<file path="src/rtl/dwpe_post.sv">
// dwpe_post: captures dwpe lane results on each rising edge of result_valid[0],
// then adds bias, rounds, shifts, applies ReLU and saturates each lane.
// Finished vectors go into a 2-entry valid/ready output queue.
// Ports:
//   clk, rst                    clock, synchronous active-high reset
//   result[POX], result_valid   signed lane results and per-lane valid levels
//   bias, shift                 shared bias and right-shift amount, sampled at capture
//   out_data[POX], out_valid    head of the output queue
//   out_ready                   consumer accept
//   overflow, lane_err          sticky error flags, cleared only by rst
//   busy                        any stage or queue entry occupied
module dwpe_post #(
   parameter int DW  = 32,
   parameter int POX = 6,
   parameter int ODW = 8,
   parameter int SW  = 5
) (
   input  logic                  clk,
   input  logic                  rst,
   input  logic signed [DW-1:0]  result [POX],
   input  logic [POX-1:0]        result_valid,
   input  logic signed [DW-1:0]  bias,
   input  logic [SW-1:0]         shift,
   output logic [ODW-1:0]        out_data [POX],
   output logic                  out_valid,
   input  logic                  out_ready,
   output logic                  overflow,
   output logic                  lane_err,
   output logic                  busy
);

   // Round-half-up arithmetic shift at DW+2 bits, then ReLU and clamp.
   function automatic logic [ODW-1:0] post_lane(
      input logic signed [DW:0] s,
      input logic [SW-1:0]      sh
   );
      logic signed [DW+1:0] rnd;
      logic signed [DW+1:0] r;
      logic signed [DW+1:0] y;
      rnd = '0;
      if (sh != '0) rnd = (DW+2)'(1) << (sh - SW'(1));
      r = {s[DW], s} + rnd;
      y = r >>> sh;
      if (y[DW+1]) return '0;
      if (|y[DW:ODW]) return '1;
      return y[ODW-1:0];
   endfunction

   logic                  rv_q, rv_d;
   logic                  v0_q, v0_d;
   logic signed [DW-1:0]  res0_q [POX];
   logic signed [DW-1:0]  res0_d [POX];
   logic signed [DW-1:0]  bias0_q, bias0_d;
   logic [SW-1:0]         sh0_q, sh0_d;
   logic                  v1_q, v1_d;
   logic signed [DW:0]    s1_q [POX];
   logic signed [DW:0]    s1_d [POX];
   logic [SW-1:0]         sh1_q, sh1_d;
   logic [ODW-1:0]        q0_q [POX];
   logic [ODW-1:0]        q0_d [POX];
   logic [ODW-1:0]        q1_q [POX];
   logic [ODW-1:0]        q1_d [POX];
   logic [1:0]            cnt_q, cnt_d;
   logic                  ovf_q, ovf_d;
   logic                  lerr_q, lerr_d;

   logic                  cap;
   logic                  push;
   logic                  pop;
   logic [ODW-1:0]        s2_vec [POX];

   always_comb begin
      // S0: one capture per rising edge of lane 0 valid
      cap      = result_valid[0] & ~rv_q;
      rv_d     = result_valid[0];
      v0_d     = cap;
      res0_d   = res0_q;
      bias0_d  = bias0_q;
      sh0_d    = sh0_q;
      lerr_d   = lerr_q;
      if (cap) begin
         res0_d  = result;
         bias0_d = bias;
         sh0_d   = shift;
         if (result_valid != {POX{result_valid[0]}}) lerr_d = 1'b1;
      end

      // S1: bias add, one extra bit so the sum never wraps
      v1_d  = v0_q;
      s1_d  = s1_q;
      sh1_d = sh1_q;
      if (v0_q) begin
         for (int i = 0; i < POX; i++)
            s1_d[i] = {res0_q[i][DW-1], res0_q[i]} + {bias0_q[DW-1], bias0_q};
         sh1_d = sh0_q;
      end

      // S2 is combinational from S1 and feeds the queue write directly
      for (int i = 0; i < POX; i++)
         s2_vec[i] = post_lane(s1_q[i], sh1_q);

      // Queue: q0 is always the head entry
      push  = v1_q;
      pop   = (cnt_q != 2'd0) & out_ready;
      q0_d  = q0_q;
      q1_d  = q1_q;
      cnt_d = cnt_q;
      ovf_d = ovf_q;
      if (push & pop) begin
         if (cnt_q == 2'd1) begin
            q0_d = s2_vec;
         end else begin
            q0_d = q1_q;
            q1_d = s2_vec;
         end
      end else if (pop) begin
         q0_d  = q1_q;
         cnt_d = cnt_q - 2'd1;
      end else if (push) begin
         if (cnt_q == 2'd0) begin
            q0_d  = s2_vec;
            cnt_d = 2'd1;
         end else if (cnt_q == 2'd1) begin
            q1_d  = s2_vec;
            cnt_d = 2'd2;
         end else begin
            // dwpe cannot be stalled: drop and flag
            ovf_d = 1'b1;
         end
      end

      // Outputs read zero in any cycle with rst asserted
      out_valid = ~rst & (cnt_q != 2'd0);
      overflow  = ~rst & ovf_q;
      lane_err  = ~rst & lerr_q;
      busy      = ~rst & (v0_q | v1_q | (cnt_q != 2'd0));
      for (int i = 0; i < POX; i++)
         out_data[i] = rst ? '0 : q0_q[i];
   end

   always_ff @(posedge clk) begin
      if (rst) begin
         rv_q    <= 1'b0;
         v0_q    <= 1'b0;
         res0_q  <= '{default: '0};
         bias0_q <= '0;
         sh0_q   <= '0;
         v1_q    <= 1'b0;
         s1_q    <= '{default: '0};
         sh1_q   <= '0;
         q0_q    <= '{default: '0};
         q1_q    <= '{default: '0};
         cnt_q   <= 2'd0;
         ovf_q   <= 1'b0;
         lerr_q  <= 1'b0;
      end else begin
         rv_q    <= rv_d;
         v0_q    <= v0_d;
         res0_q  <= res0_d;
         bias0_q <= bias0_d;
         sh0_q   <= sh0_d;
         v1_q    <= v1_d;
         s1_q    <= s1_d;
         sh1_q   <= sh1_d;
         q0_q    <= q0_d;
         q1_q    <= q1_d;
         cnt_q   <= cnt_d;
         ovf_q   <= ovf_d;
         lerr_q  <= lerr_d;
      end
   end

endmodule

</file>
<file path="config.mk">
export PLATFORM = sky130hd
export DESIGN_NAME = dwpe_post
export DESIGN_NICKNAME = d
export VERILOG_FILES = /design/src/rtl/dwpe_post.sv
export SDC_FILE = /design/constraint.sdc
export NUM_CORES = 2
export LEC_CHECK = 0
export ABC_AREA = 1
export CAP_MARGIN = 20
export CORE_AREA = 2 2 345 347
export DETAILED_ROUTE_END_ITERATION = 8
export DIE_AREA = 0 0 347 349
export GPL_ROUTABILITY_DRIVEN = 0
export HOLD_SLACK_MARGIN = 0.03
export PLACE_DENSITY = 0.75
export SLEW_MARGIN = 20
export SYNTH_ARGS = -nofsm -noshare
export SYNTH_HDL_FRONTEND = slang
export SYNTH_SLANG_ARGS = --single-unit
</file>
<file path="constraint.sdc">
create_clock -name clk -period 10.93 [get_ports clk]
set_clock_uncertainty 0.15 [all_clocks]
set_input_delay 2.186 -clock clk [delete_from_list [all_inputs] [get_ports clk]]
set_output_delay 2.186 -clock clk [all_outputs]
set_load 0.02 [all_outputs]
</file>
==> impl_metrics.csv <==
group,metric,value,unit
logic_synthesis,synth_cell_types,56,
critical_path,r2r_cells,31,
timing,rsz0062_at_grt,"false",
logic_synthesis,ys_warn_count,0,
timing,max_slew_margin,22.1,%
routing,num_vias,62000,
timing,hold_viol,0,
floorplan,core_area,117000,sq um
critical_path,worstSetupEndpointType,"flop",
pwr,p_leak,28.5,nW
critical_path,crit_required,11360,ps
clocking,cts.clk_slew.worst_paths,80,ps
routing,remaining_drc_errors,0,
timing,fin_tns_setup,0,ps
routing,wirelength,205000,microns
logic_synthesis,synthFlopType,"dfxtp_1",
global_route,grt_usage,32.2,%
final_layout,area_growth,10.9,%
timing,fin_crit_sh,65.2,%
logic_synthesis,seq_area_frac_synth,20.4,%
logic_synthesis,synthCells,8958,
clocking,cts_tree,"done",
global_route,antenna_found_initial,4,
job,cap_violations,0,
clocking,root_buffer,"clkbuf_16",
timing,clock.fmax,140,MHz
final_layout,antenna_cells,0,
timing,tightest_slew,1140,ps
critical_path,startpoint_type,"flop",
critical_path,crit_arrival,7550,ps
pwr,peakVddDrop,0.133,mV
global_route,grt_start_max_net_pins,211,
logic_synthesis,synth_edf_count,0,
routing,dr.pass1.iters,8,
clocking,cts_made_buffers,55,
final_layout,drive_above_1_share,2.88,%
logic_synthesis,synth.avg_cell_area,5.86,sq um
logic_synthesis,async_flop_share,0,%
clocking,hold_buffers,0,
placed_design,dp.cells,10500,
critical_path,worstSetupPathType,"flop to flop",
routing,viasPerCell,5.88,
placed_design,io_buffer_count,289,
routing,wl_per_cell,19.4,microns
global_route,grt_pass1_wl,313000,microns
floorplan,fp.dieH,349,microns
logic_synthesis,synth_area_leader_cell,"dfxtp_1",
min_path,min_delay_path_depth,2,
logic_synthesis,mappedNetlistArea,52500,sq um
clocking,clk_path_buf_depth,3,
global_route,grt-ovfl-total,0,
clocking,cts_sinks,535,
timing,setup_viol,0,
routing,drtAntennaViolNets,0,
critical_path,critPathMaxFanout,120,
critical_path,cpPeakStageDelay,780,ps
clocking,htree_levels,2,
floorplan,io_pins,290,
run_status,status,"completed",
clocking,ctsResizeCount,0,
final_layout,fin_nets,9598,
global_route,grt_pass1_vias,54600,
floorplan,die_w,347,microns
final_layout,layout_commonest_cell,"nand2_1",
clocking,postCtsSetupBuffers,0,
clocking,clkLatencyLatePin,670,ps
floorplan,dieArea,121000,sq um
logic_synthesis,yosys-top-cells-area,"dfxtp_1 (20%), nand2_1 (13%), nand3_1 (11%)",
floorplan,fp-row-count,126,
logic_synthesis,synth_top_area_share,20.4,%
floorplan,initial_utilization,44.7,%
timing,fin_hold_ws,334,ps
pwr,p_per_area,112,nW/um^2
final_layout,final_cell_mix,"nand2_1 (1887), nor2_1 (1357), nand3_1 (1178), inv_1 (875), o21ai_0 (756)",
placed_design,dp_hpwl,159000,microns
routing,drtIter0Drc,8914,
final_layout,utilization,49.6,%
final_layout,instances_no_fill,10600,
critical_path,cp_common_cell,"nand2_1",
min_path,hp-class,"flop to flop",
timing,timing.final.max_slew_violations,0,
timing,period_needed,7120,ps
critical_path,crit_path_top_delay_cell,"dfxtp_4",
pwr,total_power,6.53,mW
logic_synthesis,ys_seq_elements,535,
## critical path, delay by kind of cell, from the launching register on
kind | cells | cell delay [ps]
adders and majority gates | 1 | 470
AOI/OAI and AO/OA | 6 | 1740
and+or+nand+nor | 20 | 2620
DFF | 1 | 780
buffers and inverters | 4 | 1250
## cell families after synthesis
logic type	Yosys count	synth area share [%]
AOI/OAI and AO/OA	1807	18.8
xor gates and xnor gates	226	3.77
adders and majority gates	386	9.36
buffers and inverters	1279	9.22
DFF	535	20.4
muxes	10	0.191
other	1	0.00714
and+or+nand+nor	4714	38.2
## final cells by class
cell class              instances  area [sq um]
fillers                     12000         59200
repair buffers                342          3320
well taps                    1536          1920
inverters                     891          3380
multi-input cells            7149         37000
flip-flops and latches        535         10700
clock buffers                  80          1610
clock inverters                19           272
## per-stage QoR
stage          setup slack, ps  instance area [sq um]
2_1_floorplan             5440                  52600
3_3_place_gp              4350                  56400
3_5_place_dp              4160                  56400
4_1_cts                   4120                  58300
5_1_grt                   3340                  58300
6_report                  3810                  58300
## cells in the mapped netlist, types with 61 or more instances
library cell and number:
nand2_1 1887, nor2_1 1362, nand3_1 1178, inv_1 881, o21ai_0 756, a21oi_1 641, dfxtp_1 535, ha_1 374
clkbuf_1 272, xor2_1 165, buf_1 95, o21ai_1 90, nand4_1 78, a31oi_1 75, xnor2_1 61
## flip-flops by register name, indices dropped and copies added (netlist names)
name and flops:
s1_q 198, res0_q 192, q0_q 48, q1_q 48, bias0_q 32, sh0_q 5
sh1_q 5, cnt_q 2, lerr_q 1, ovf_q 1, push 1, rv_q 1
v0_q 1
## routing by layer
layer | global-route usage, % | share of wire, % | up-vias | wire length, microns
li1 | - | - | 29900 | -
met1 | 45.6 | 42 | 27700 | 86500
met2 | 45.1 | 39 | 3841 | 79000
met3 | 8.27 | 14 | 559 | 27900
met4 | 15.1 | 5.6 | 6 | 11500
met5 | 0 | 0.025 | - | 52
## report_power, final
group / switching, mW / leakage, nW / internal, mW
logic: 1.47 / 23.2 / 0.752
clock network: 0.851 / 0.914 / 1.12
registers: 0.220 / 4.41 / 2.11
## path summary, 6_finish.rpt
| check | startpoint | endpoint | slack, ps |
|---|---|---|---|
| max | sh1_q[1] | q0_q[0] | 3810 |
| min | q1_q[43] | q1_q[43] | 330 |
| max reg2reg | sh1_q[1] | q0_q[0] | 3810 |
| min reg2reg | q1_q[43] | q1_q[43] | 330 |
(Power assumes the default switching activity.)
